[src/rtl/cpu_pkg.sv]
// Shared definitions for the CPU issue path: opcodes, NOP word and arbiter FSM states.
package cpu_pkg;

    localparam logic [3:0] OP_MVR   = 4'b0000;
    localparam logic [3:0] OP_LDB   = 4'b0001;
    localparam logic [3:0] OP_STB   = 4'b0010;
    localparam logic [3:0] OP_RDS   = 4'b0011;
    localparam logic [3:0] OP_NOP   = 4'b0100;
    localparam logic [7:0] NOP_WORD = {OP_NOP, 4'b0000};

    typedef enum logic {
        ST_IDLE,
        ST_LOCKED
    } arb_state_e;

    // STB and RDS put a result on the core's data output.
    function automatic logic is_rsp_op(input logic [3:0] op);
        return (op == OP_STB) || (op == OP_RDS);
    endfunction

endpackage

[src/rtl/rr_arbiter.sv]
// Combinational round-robin arbiter: one-hot grant to the first request above ptr.
module rr_arbiter #(
    parameter int unsigned N  = 2,
    parameter int unsigned PW = (N > 1) ? $clog2(N) : 1
) (
    input  logic [N-1:0]  req,
    input  logic [PW-1:0] ptr,
    input  logic          enable,
    output logic [N-1:0]  grant
);

    int unsigned idx;
    logic        found;

    always_comb begin
        grant = '0;
        found = 1'b0;
        idx   = 0;
        for (int unsigned k = 1; k <= N; k++) begin
            idx = (32'(ptr) + k) % N;
            if (enable && !found && req[PW'(idx)]) begin
                grant[PW'(idx)] = 1'b1;
                found           = 1'b1;
            end
        end
    end

endmodule

[src/rtl/cpu_issue_arbiter.sv]
// Shares one single-cycle CPU core between NUM_REQ requesters with round-robin
// issue, optional multi-beat lock with idle timeout, and STB/RDS response return.
module cpu_issue_arbiter
    import cpu_pkg::*;
#(
    parameter int unsigned NUM_REQ  = 2,
    parameter int unsigned LOCK_MAX = 15,
    parameter int unsigned CNT_W    = 4
) (
    input  logic                    clk,
    input  logic                    rst_n,
    input  logic [NUM_REQ-1:0]      req_valid,
    input  logic [16*NUM_REQ-1:0]   req_inst,
    input  logic [NUM_REQ-1:0]      req_lock,
    output logic [NUM_REQ-1:0]      req_ready,
    output logic [7:0]              core_ui,
    output logic [7:0]              core_uio,
    input  logic [7:0]              core_data,
    output logic [NUM_REQ-1:0]      rsp_valid,
    output logic [7:0]              rsp_data,
    output logic                    lock_err
);

    localparam int unsigned PW = (NUM_REQ > 1) ? $clog2(NUM_REQ) : 1;

    arb_state_e         state_q, state_d;
    logic [PW-1:0]      rr_q, rr_d;
    logic [PW-1:0]      owner_q, owner_d;
    logic [CNT_W-1:0]   cnt_q, cnt_d;
    logic [NUM_REQ-1:0] rsp_valid_q, rsp_valid_d;
    logic [NUM_REQ-1:0] grant, ready;
    logic [PW-1:0]      gidx;
    logic [15:0]        word;
    logic               issue, arb_en;

    assign arb_en = rst_n && (state_q == ST_IDLE);

    rr_arbiter #(.N(NUM_REQ), .PW(PW)) u_rr (
        .req    (req_valid),
        .ptr    (rr_q),
        .enable (arb_en),
        .grant  (grant)
    );

    always_comb begin
        ready = '0;
        gidx  = owner_q;
        if (rst_n) begin
            if (state_q == ST_LOCKED) begin
                ready[owner_q] = 1'b1;
            end else begin
                ready = grant;
                for (int unsigned i = 0; i < NUM_REQ; i++) begin
                    if (grant[i]) gidx = PW'(i);
                end
            end
        end
    end

    assign issue     = |(req_valid & ready);
    assign word      = req_inst[{gidx, 4'b0000} +: 16];
    assign req_ready = ready;
    assign core_ui   = issue ? word[15:8] : NOP_WORD;
    assign core_uio  = issue ? word[7:0]  : 8'h00;
    assign rsp_valid = rsp_valid_q;
    assign rsp_data  = (|rsp_valid_q) ? core_data : 8'h00;

    always_comb begin
        state_d     = state_q;
        rr_d        = rr_q;
        owner_d     = owner_q;
        cnt_d       = cnt_q;
        lock_err    = 1'b0;
        rsp_valid_d = '0;
        if (issue && is_rsp_op(word[15:12])) rsp_valid_d = ready;
        case (state_q)
            ST_IDLE: begin
                if (issue) begin
                    rr_d = gidx;
                    if (req_lock[gidx]) begin
                        state_d = ST_LOCKED;
                        owner_d = gidx;
                        cnt_d   = '0;
                    end
                end
            end
            ST_LOCKED: begin
                if (issue) begin
                    cnt_d = '0;
                    if (!req_lock[owner_q]) state_d = ST_IDLE;
                end else if (cnt_q == CNT_W'(LOCK_MAX)) begin
                    // Forced release: this cycle issues a NOP, the next one re-arbitrates.
                    state_d  = ST_IDLE;
                    cnt_d    = '0;
                    lock_err = rst_n;
                end else begin
                    cnt_d = cnt_q + 1'b1;
                end
            end
            default: state_d = ST_IDLE;
        endcase
    end

    always_ff @(posedge clk) begin
        if (!rst_n) begin
            state_q     <= ST_IDLE;
            rr_q        <= PW'(NUM_REQ - 1);
            owner_q     <= '0;
            cnt_q       <= '0;
            rsp_valid_q <= '0;
        end else begin
            state_q     <= state_d;
            rr_q        <= rr_d;
            owner_q     <= owner_d;
            cnt_q       <= cnt_d;
            rsp_valid_q <= rsp_valid_d;
        end
    end

endmodule
[config.mk]
export PLATFORM = sky130hd
export DESIGN_NAME = cpu_issue_arbiter
export DESIGN_NICKNAME = d
export VERILOG_FILES = /design/src/rtl/cpu_pkg.sv /design/src/rtl/rr_arbiter.sv /design/src/rtl/cpu_issue_arbiter.sv
export SDC_FILE = /design/constraint.sdc
export NUM_CORES = 1
export LEC_CHECK = 0
export ABC_AREA = 1
export ABC_CLOCK_PERIOD_IN_PS = 2310
export CAP_MARGIN = 5
export CORE_MARGIN = 2
export CORE_UTILIZATION = 29
export CTS_BUF_LIST = sky130_fd_sc_hd__clkbuf_2
export DETAILED_ROUTE_END_ITERATION = 6
export PLACE_DENSITY = 0.84
export REMOVE_ABC_BUFFERS = 1
export SLEW_MARGIN = 20
export SYNTH_ARGS = -nofsm -noshare
export SYNTH_HDL_FRONTEND = slang
export SYNTH_SLANG_ARGS = --single-unit
[constraint.sdc]
create_clock -name clk -period 2.31 [get_ports clk]
set_clock_uncertainty 0.2 [all_clocks]
set_input_delay 0.693 -clock clk [delete_from_list [all_inputs] [get_ports clk]]
set_output_delay 0.693 -clock clk [all_outputs]
set_load 0.01 [all_outputs]
**Word level (Yosys, flattened, before mapping)**

Cells that the tools add are included.

- Flip-flop bits (word level): 9

- Order comparisons: 7
- Shifts and indexed selects: 1
- Add/subtract/negate cells: 3
- Equal/unequal tests: 5
- Muxes and demuxes: 40
- Bitwise logic cells: 3
- Reduce and logical (&&, ||, !) cells: 16

Operators with widths:

| kind | number |
|---|---|
| $shiftx A32 B6 Y16 | 1 |
| $mux W1 | 24 |
| $mux W8 | 3 |
| $mux W4 | 4 |
| $eq A4 B2 Y1 const B | 2 |
| $logic_and A1 B1 Y1 | 8 |
| $lt A1 B2 Y1 const B | 4 |
| $mux W2 | 4 |
| $pmux W4 S2 | 1 |
| $reduce_and A2 Y1 | 3 |
| $add A4 B1 Y4 const B | 1 |
| $eq A4 B4 Y1 const B | 1 |
| $reduce_or A2 Y1 | 2 |
| $demux W1 S1 | 3 |
| $ge A1 B1 Y1 const B | 3 |
| $reduce_and A3 Y1 | 1 |
| $add A1 B1 Y1 const B | 2 |
| $and A2 B2 Y2 | 1 |
| $ne A2 B1 Y1 const B | 1 |
| $ne A2 B2 Y1 const B | 1 |
| $or A2 B2 Y2 | 1 |
| $pmux W1 S2 | 1 |
| $logic_not A1 Y1 | 1 |
| $logic_or A1 B1 Y1 | 1 |
| $not A1 Y1 | 1 |

**Longest topological paths before layout**

Gate-level depths: netlist of the first run.

- Depth after elaboration: 18
- Depth in mapped cells: 11

**Hierarchy**

A second synthesis of the first run with hierarchy kept.

- Cell total of the unflattened synthesis: 151
- Area total of the unflattened synthesis: 943.4 sq um

By module, submodules not included:

| module | times used | cells each | seq. area each (sq um) | area each (sq um) |
|---|---|---|---|---|
| cpu_issue_arbiter | 1 | 146 | 180.2 | 922.1 |
| rr_arbiter | 1 | 5 | 0.0 | 21.3 |

**Worst setup path before layout of the first run**

No wires, ideal clock.

- Kind: input -> output
- From: input rst_n
- To: output core_ui[2]
- Setup slack: -279 ps
- Cell stages on the path: 9
- Arrival: 1696 ps
- Cells stage by stage: inv_2 nor2_4 nand3_4 nand2_2 nand2_1 nand2_4 clkbuf_4 o21ai_0 nor2_1

- Elaborated cells between the ends (all ways): 19

RTL lines:

| item | RTL line | RTL |
|---|---|---|
| start, declared | cpu_issue_arbiter.sv:11 | `input logic rst_n,` |
| $logic_and A1 B1 Y1 | cpu_issue_arbiter.sv:36 | `assign arb_en = rst_n && (state_q == ST_IDLE);` |
| $logic_and A1 B1 Y1 | rr_arbiter.sv:21 | `if (enable && !found && req[PW'(idx)]) begin` |
| $mux W1 | rr_arbiter.sv:21 |  |
| $logic_not A1 Y1 | rr_arbiter.sv:21 |  |
| $logic_and A1 B1 Y1 (2 in series) | rr_arbiter.sv:21 |  |
| $mux W2 | rr_arbiter.sv:21 |  |
| $mux W2 | cpu_issue_arbiter.sv:49 | `if (state_q == ST_LOCKED) begin` |
| $mux W2 (*) | cpu_issue_arbiter.sv:48 | `if (rst_n) begin` |
| net req_ready[1] | cpu_issue_arbiter.sv:15 | `output logic [NUM_REQ-1:0] req_ready,` |
| $and A2 B2 Y2 (*) | cpu_issue_arbiter.sv:60 | `assign issue = \|(req_valid & ready);` |
| $reduce_or A2 Y1 (*) | cpu_issue_arbiter.sv:60 |  |
| $mux W8 (*) | cpu_issue_arbiter.sv:63 | `assign core_ui = issue ? word[15:8] : NOP_WORD;` |
| end, declared | cpu_issue_arbiter.sv:16 | `output logic [7:0] core_ui,` |

Mark *: on every way through the listed nets, which the timed path passes. The rest lies on a longest branch.

**Final worst setup path of the first run**

- From: input rst_n
- To: output core_uio[7]

- Cells in the longest elaborated chain, start to end: 13
- Elaborated cells between the ends (all ways): 19

Ends and longest elaborated chain:

| item | RTL line | RTL |
|---|---|---|
| $logic_and A1 B1 Y1 | cpu_issue_arbiter.sv:36 |  |
| $logic_and A1 B1 Y1 | rr_arbiter.sv:21 |  |
| $mux W1 | rr_arbiter.sv:21 |  |
| $logic_not A1 Y1 | rr_arbiter.sv:21 |  |
| $logic_and A1 B1 Y1 (2 in series) | rr_arbiter.sv:21 |  |
| $mux W2 | rr_arbiter.sv:21 |  |
| $mux W1 (2 in series) | cpu_issue_arbiter.sv:54 | `if (grant[i]) gidx = PW'(i);` |
| $mux W1 | cpu_issue_arbiter.sv:49 |  |
| $mux W1 | cpu_issue_arbiter.sv:48 |  |
| $shiftx A32 B6 Y16 | cpu_issue_arbiter.sv:61 | `assign word = req_inst[{gidx, 4'b0000} +: 16];` |
| $mux W8 (*) | cpu_issue_arbiter.sv:64 | `assign core_uio = issue ? word[7:0] : 8'h00;` |
| end, declared | cpu_issue_arbiter.sv:17 | `output logic [7:0] core_uio,` |

Mark *: on every way between the ends. The rest lies on a longest branch, timed or not.

==> reports/metrics.cfg, run 1 <==
[clocking]
clkLatencyLatePin_ps = 260
hold_buffers = 0
numCtsBuffers = 3
h-tree-depth = 1
clockRootBuffer = clkbuf_2
clk_pin_slew_ps = 90
clk_path_buf_depth = 2
cts.sinks = 9
tritoncts = done

[critical_path]
path_buf_inv = 5
setup.worst_path.start_class = primary input
crit_chain = buf_8 -> inv_4 -> nor2_4 -> nand3_4 -> buf_12 -> nand2_8 -> buf_16 -> o21ai_2 -> nor2_1 -> buf_2
crit_path_max_fanout = 7
slowest_stage = buf_12
max_stage_delay_ps = 160
cp.arrival_ps = 1840
endpoint_kind = output pin
cp_top_family = buffers and inverters
critical_path_class = primary input to output pin
critPathRequiredTime_ps = 1420

[layout]
drive_gt1_frac = 0.401
syn_to_final_growth_pct = 136
num_antenna_cells = 0
final_net_count = 300
layout_common_cells = 39 x nor2_1, 39 x clkdlybuf4s50_1, 27 x buf_4

[global_route]
grt_first_pass_wirelength_um = 6240
grt_pass1_vias = 1344
antenna_found_initial = 0
grt_max_degree = 16
grtUsageTotal = 0.240
grt_overflow = 0

[floorplanning]
core_area_um2 = 2730
boundaryPins = 75
die_y_um = 57.6
die_w_um = 57.6
die_area_um2 = 3310
fp-row-count = 19
initial_core_util = 0.304

[timing]
worst_pin_slew_ps = 500
timing.slew.headroom = 0.665
slew_violations = 0
timing.hold.ws_ps = 313
rsz0062_at_grt = yes
timing.final.crit_period_ps = 2730
fmax_mhz = 366
fin_crit_sh = 1.18
hold_viol = 0
finalSetupViolCount = 20
tns_ps = -6670
fin_ws_ps = -423

[power_and_ir_drop]
p_leak_nw = 0.991
p_comb_frac = 0.603
irDropWorstVdd_uv = 396
power_switching_share = 0.381
p_per_area_nw_per_um2 = 353
p_total_uw = 694
intPower_uw = 429
clock_power_share = 0.149
power.switching_uw = 264
p_seq_frac = 0.248

[drt]
drtIter0Drc = 73
totalWireLength_um = 4010
firstDrtPassIters = 5
viasPerCell = 4.99
wl_per_cell_um = 14.2
drc = 0
vias = 1413
ant_nets = 0

[placed_design]
pre_cts_ws_ps = -1230
hpwl_um = 2500
routabilityCongestion = 0.806
port_buffers = 74

[status]
status = finished, violations left
violations = negative setup slack

[synthesis]
syn-cell-area_um2 = 832
seq_area_frac_synth = 0.217
synth_seq_cells = 9
synthCells = 144
synth_cell_types = 23
syn_area_per_cell_um2 = 5.78
yosys_warnings = 0

[job]
cap_violations = 0

[min_path]
hold_class = flip-flop to flip-flop

## cell families after synthesis
group,share of synthesized area
and+or+nand+nor,0.507
buffers and inverters,0.105
AOI/OAI and AO/OA,0.135
DFF,0.217
xor gates and xnor gates,0.0211
adders and majority gates,0.0150
## cells in the mapped netlist
cell type | count | area [um^2]
xnor2_1 | 1 | 8.76
o21ai_1 | 3 | 15.0
a21oi_1 | 3 | 15.0
nor2_1 | 42 | 158
clkbuf_1 | 1 | 3.75
nand2_1 | 22 | 82.6
o21ai_0 | 13 | 65.1
nand3_2 | 2 | 20.0
ha_1 | 1 | 12.5
inv_1 | 15 | 56.3
clkbuf_4 | 1 | 7.51
nand3_1 | 11 | 55.1
nand3_4 | 1 | 17.5
nand2_4 | 2 | 22.5
nand4_1 | 2 | 12.5
or2_1 | 2 | 12.5
o21ai_2 | 2 | 17.5
nand2_2 | 3 | 18.8
dfxtp_1 | 9 | 180
nor2_4 | 2 | 22.5
xor2_1 | 1 | 8.76
inv_2 | 4 | 15.0
buf_2 | 1 | 5.00
## final timing paths
| kind | startpoint | endpoint | slack (ps) | cells after the start |
|---|---|---|---|---|
| min | cnt_q[1]$_SDFFE_PN0P_ | cnt_q[1]$_SDFFE_PN0P_ | 310 | 2 |
| min reg2reg | cnt_q[1]$_SDFFE_PN0P_ | cnt_q[1]$_SDFFE_PN0P_ | 310 | 2 |
| max reg2reg | state_q$_SDFF_PN0_ | rsp_valid[0]$_SDFF_PN0_ | 110 | 13 |
| max | rst_n | core_uio[7] | -420 | 10 |
## area by class of cell
class                      instances  area, um^2
clock buffer                       4        20.0
tap                               31        38.8
fill                             202         771
inverter                          19        83.8
timing repair buffer             106         925
sequential                         9         180
multi-input combinational        114         716
## flip-flops by register name, summed over array words and instances, names as in the netlist
name       flops
rsp_valid      2
state_q        1
rr_q           1
owner_q        1
cnt_q          4
## what timing repair did
| item | 4_1_cts | 5_1_grt |
|---|---|---|
| endpoints found under the setup margin | 30 | 25 |
| cloned | 2 | 0 |
| pin swaps | 16 | 20 |
| buffers inserted | 10 | 5 |
| gates resized for setup | 162 | 22 |
## power by group through the flow
stage,clock [mW],sequential (mW),combinational (mW)
2_1_floorplan,0,0.174,0.120
3_3_place_gp,0,0.174,0.312
3_5_place_dp,0,0.174,0.317
4_1_cts,0.103,0.171,0.374
5_1_grt,0.118,0.173,0.444
6_report,0.104,0.172,0.418
## metal layers
metal	global-route usage	vias up	part of all wire
met5	0	-	0
met4	0.0332	0	0.016
met3	0.0658	10	0.084
met2	0.443	79	0.52
met1	0.279	651	0.38
li1	-	673	-
## per-stage QoR
step,cell area [um^2],cells,utilization
2_1_floorplan,816,141,-
4_1_cts,1870,280,0.684
5_1_grt,1960,283,0.718
6_report,1960,283,0.718
3_3_place_gp,1730,264,0.633
3_5_place_dp,1730,264,0.633
## worst min-delay path, stage by stage (launching register included)
cell and delay (ps):
dfxtp_1 340, nand3_1 90, nand2_1 50
Note: power is estimated with default switching activity, not from simulation.
==> inputs of run 2 (changes only) <==
--- a/config.mk
+++ b/config.mk
@@ -12,7 +12,7 @@
 export CORE_UTILIZATION = 29
 export CTS_BUF_LIST = sky130_fd_sc_hd__clkbuf_2
 export DETAILED_ROUTE_END_ITERATION = 6
-export PLACE_DENSITY = 0.84
+export PLACE_DENSITY = 0.85
 export REMOVE_ABC_BUFFERS = 1
 export SLEW_MARGIN = 20
 export SYNTH_ARGS = -nofsm -noshare
==> run 2 against run 1 <==
Compared with the run above: the run still ends with negative setup slack left; die area is the same; sequential cell count is the same; hold slack gained 2.8 ps; critical path type unchanged.
==> reports/metrics.cfg, run 2 (same netlist as run 1, synthesis figures left out) <==
[clocking]
clk_pin_slew_ps = 120
hold_buffers = 0
numCtsBuffers = 3
tritoncts = done
clk_path_buf_depth = 2
cts.sinks = 9
clockRootBuffer = clkbuf_2
h-tree-depth = 1
clkLatencyLatePin_ps = 300

[layout]
final_net_count = 305
top_register = cnt_q
largest_reg_flops = 4
syn_to_final_growth_pct = 134
mostFrequentLayoutCell = nor2_1
layout_common_cells = 41 x nor2_1, 39 x clkdlybuf4s50_1, 31 x buf_4
fin_cells = 288
drive_gt1_frac = 0.416
num_antenna_cells = 0
final_util = 0.711

[global_route]
grt_max_degree = 16
antenna_found_initial = 0
grt_pass1_vias = 1260
grt_first_pass_wirelength_um = 5600
grt_overflow = 0
grtUsageTotal = 0.219

[floorplanning]
die_y_um = 57.6
initial_core_util = 0.304
boundaryPins = 75
fp-row-count = 19
core_area_um2 = 2730
die_w_um = 57.6
die_area_um2 = 3310

[timing]
timing.final.crit_period_ps = 2750
worst_pin_slew_ps = 448
timing.slew.headroom = 0.700
rsz0062_at_grt = yes
hold_viol = 0
slew_violations = 0
fmax_mhz = 364
timing.hold.ws_ps = 315
fin_crit_sh = 1.19
finalSetupViolCount = 18
tns_ps = -6310
fin_ws_ps = -438

[critical_path]
crit_start = rst_n
critical_path_class = primary input to output pin
cp.arrival_ps = 1850
crit_chain = buf_8 -> inv_4 -> nor2_4 -> nand3_4 -> nand2_4 -> nand2_4 -> nand2_4 -> buf_6 -> o21ai_2 -> nor2_1 -> buf_2
crit_path_max_fanout = 7
cpMostUsedCell = nand2_4
setup.worst_path.start_class = primary input
max_stage_delay_ps = 160
slowest_stage = nor2_4
endpoint_kind = output pin
critPathRequiredTime_ps = 1420
r2r_start = state_q$_SDFF_PN0_

[drt]
ant_nets = 0
totalWireLength_um = 4060
vias = 1376
viasPerCell = 4.78
wl_per_cell_um = 14.1
firstDrtPassIters = 6
drtIter0Drc = 43
drc = 0

[power_and_ir_drop]
p_per_area_nw_per_um2 = 361
p_leak_nw = 1.00
irDropWorstVdd_uv = 400

[placed_design]
dp.cells = 268
routabilityCongestion = 0.829
port_buffers = 74
hpwl_um = 2460

[min_path]
hold_class = flip-flop to flip-flop
hp-start = cnt_q[1]$_SDFFE_PN0P_

[job]
cap_violations = 0

[status]
status = finished, violations left
violations = negative setup slack

run 2: worst max-delay path, delay by kind of cell:
kind,cells,cell delay [ps]
buffers and inverters,4,420
and+or+nand+nor,6,680
AOI/OAI and AO/OA,1,60
run 2: routing by layer:
metal	track usage	vias up	part of all wire
met1	0.240	617	0.39
met4	0.0997	0	0.036
met5	0	-	0
met3	0.0567	15	0.069
met2	0.393	67	0.50
li1	-	677	-
run 2: path summary, 6_finish.rpt:
kind | to | slack (ps) | depth (start not counted)
min reg2reg | cnt_q[1]$_SDFFE_PN0P_ | 320 | 2
min | cnt_q[1]$_SDFFE_PN0P_ | 320 | 2
max | core_ui[2] | -440 | 11
max reg2reg | rsp_valid[0]$_SDFF_PN0_ | 370 | 10
run 2: area by class of cell:
class	instances	area, um^2
multi-input cells	113	672
clock buffers	4	20.0
fillers	208	790
well taps	31	38.8
inverters	19	78.8
repair buffers	112	955
flip-flops and latches	9	180
run 2: stage by stage:
stage	power, mW	area (um^2)	setup WS (ps)
final	0.702	1940	-438
after global routing	0.736	1940	-491
after CTS	0.631	1810	-411
after detailed placement	0.494	1760	-1240
after global placement	0.490	1760	-1220
after floorplan	0.293	816	-235
run 2: repair_timing:
action,in CTS,in global routing
setup endpoints to repair,30,27
gates resized for setup,148,34
pin swaps,10,21
endpoints found under the hold margin,0,0
buffers inserted,11,5
run 2: where the power goes:
part	internal [mW]	switching (mW)
Clock	0.0457	0.0765
Combinational	0.219	0.188
Sequential	0.163	0.00971
Total	0.428	0.275
==> inputs of run 3 (changes only) <==
--- a/config.mk
+++ b/config.mk
@@ -9,10 +9,10 @@
 export ABC_CLOCK_PERIOD_IN_PS = 2310
 export CAP_MARGIN = 5
 export CORE_MARGIN = 2
-export CORE_UTILIZATION = 29
+export CORE_UTILIZATION = 35
 export CTS_BUF_LIST = sky130_fd_sc_hd__clkbuf_2
 export DETAILED_ROUTE_END_ITERATION = 6
-export PLACE_DENSITY = 0.85
+export DONT_BUFFER_PORTS = 1
 export REMOVE_ABC_BUFFERS = 1
 export SLEW_MARGIN = 20
 export SYNTH_ARGS = -nofsm -noshare
==> run 3 against run 2 <==
Compared with the run above: total power is 23% lower; the run still ends with negative setup slack left; wire length decreased by 38%; maximum frequency rose by 11%; final area is 37% lower; first-iteration DRC count fell by 74%.
==> reports/metrics.cfg, run 3 (same netlist as run 1, synthesis figures left out) <==
[status]
status = finished, violations left
violations = negative setup slack

[clocking]
cts.sinks = 9
clk_path_buf_depth = 2
h-tree-depth = 1
numCtsBuffers = 3
clockRootBuffer = clkbuf_2
clkLatencyLatePin_ps = 270
tritoncts = done
clk_pin_slew_ps = 100

[floorplanning]
die_w_um = 52.8
boundaryPins = 75
fp-row-count = 17
initial_core_util = 0.373
die_y_um = 52.8
core_area_um2 = 2230
die_area_um2 = 2780

[critical_path]
critPathRequiredTime_ps = 1420
setup.worst_path.start_class = primary input
crit_start = rst_n
reg2reg_setup_slack_ps = -40
cp.arrival_ps = 1580
critical_path_class = primary input to output pin
crit_path_max_fanout = 8
ff2ff_path_depth = 15
timing.rr.end = rsp_valid[0]$_SDFF_PN0_
endpoint_kind = output pin
r2r_start = state_q$_SDFF_PN0_
crit_end = core_ui[6]

[timing]
rsz0062_at_grt = yes
fin_ws_ps = -166
timing.final.crit_period_ps = 2480
finalSetupViolCount = 19
fmax_mhz = 404
worst_pin_slew_ps = 419
hold_viol = 0
fin_crit_sh = 1.07
slew_violations = 0
timing.slew.headroom = 0.719
tns_ps = -2490

[power_and_ir_drop]
p_per_area_nw_per_um2 = 439
irDropWorstVdd_uv = 225
p_leak_nw = 0.563

[drt]
drc = 0
wl_per_cell_um = 12.7
vias = 1024
viasPerCell = 5.20
firstDrtPassIters = 4
totalWireLength_um = 2500
drtIter0Drc = 11
ant_nets = 0

[layout]
n_fill_cell = 219
final-seq-area_um2 = 184
final_net_count = 217
multi_input_area_um2 = 712
mostFrequentLayoutCell = nor2_1
syn_to_final_growth_pct = 48.0
largest_reg_flops = 4
top_register = cnt_q
layout_common_cells = 27 x nor2_1, 21 x buf_4, 18 x nand2_1
drive_gt1_frac = 0.479
final_area_um2 = 1230
num_antenna_cells = 0
final_util = 0.551

[placed_design]
place_area_um2 = 941
port_buffers = 0
hpwl_um = 1790
routabilityCongestion = 0.827

[global_route]
grt_overflow = 0
grtUsageTotal = 0.190
grt_max_degree = 16
antenna_found_initial = 0
grt_first_pass_wirelength_um = 3820
grt_pass1_vias = 928

[job]
cap_violations = 0

[min_path]
hold_class = flip-flop to flip-flop

## run 3: worst min path at each step
stage,cells past startpoint,startpoint,slack (ps),end
after floorplan,2,cnt_q[1]$_SDFFE_PN0P_,260,cnt_q[1]$_SDFFE_PN0P_
after global placement,2,rr_q$_SDFFE_PN1P_,290,rr_q$_SDFFE_PN1P_
after detailed placement,2,cnt_q[1]$_SDFFE_PN0P_,290,cnt_q[1]$_SDFFE_PN0P_
after CTS,2,cnt_q[1]$_SDFFE_PN0P_,310,cnt_q[1]$_SDFFE_PN0P_
after global routing,1,rst_n,290,rr_q$_SDFFE_PN1P_
final,2,cnt_q[1]$_SDFFE_PN0P_,300,cnt_q[1]$_SDFFE_PN0P_
## run 3: per-stage QoR
step                      instances  setup WS [ps]  power [mW]  hold slack, ps
after floorplan                 141           -235       0.293             260
after global placement          181           -188       0.343             292
after detailed placement        181           -218       0.346             292
after CTS                       195           -164       0.524             307
after global routing            197           -237       0.578             293
final                           197           -166       0.541             304
## run 3: repair_timing
item | CTS | global route
cloned | 1 | 0
pin swaps | 14 | 9
resized for setup | 57 | 10
hold buffers | 0 | 0
setup endpoints to repair | 17 | 19
buffers inserted | 9 | 2
## run 3: cell type report
| type | instances | area share |
|---|---|---|
| Clock buffer | 4 | 0.0163 |
| Multi-Input combinational cell | 114 | 0.578 |
| Tap cell | 28 | 0.0285 |
| Inverter | 19 | 0.0783 |
| Timing Repair Buffer | 23 | 0.149 |
| Sequential cell | 9 | 0.149 |
## run 3: where the power goes
part	switching, mW	internal [mW]	total, mW	leakage (nW)
Sequential	0.00997	0.164	0.174	0.0734
Clock	0.0636	0.0459	0.110	0.0166
Combinational	0.147	0.110	0.257	0.473
## run 3: critical path: stages
cell	delay [ps]
inv_12	10
nor2_4	130
nand3_2	110
nand2_2	110
nand2_4	90
nand2_8	120
inv_8	50
or2_4	260
## run 3: per-layer routing
layer	GRT usage	up-vias	share of wire
li1	-	506	-
met1	0.207	472	0.38
met2	0.338	41	0.53
met3	0.0343	5	0.064
met4	0.111	0	0.024
met5	0	-	0
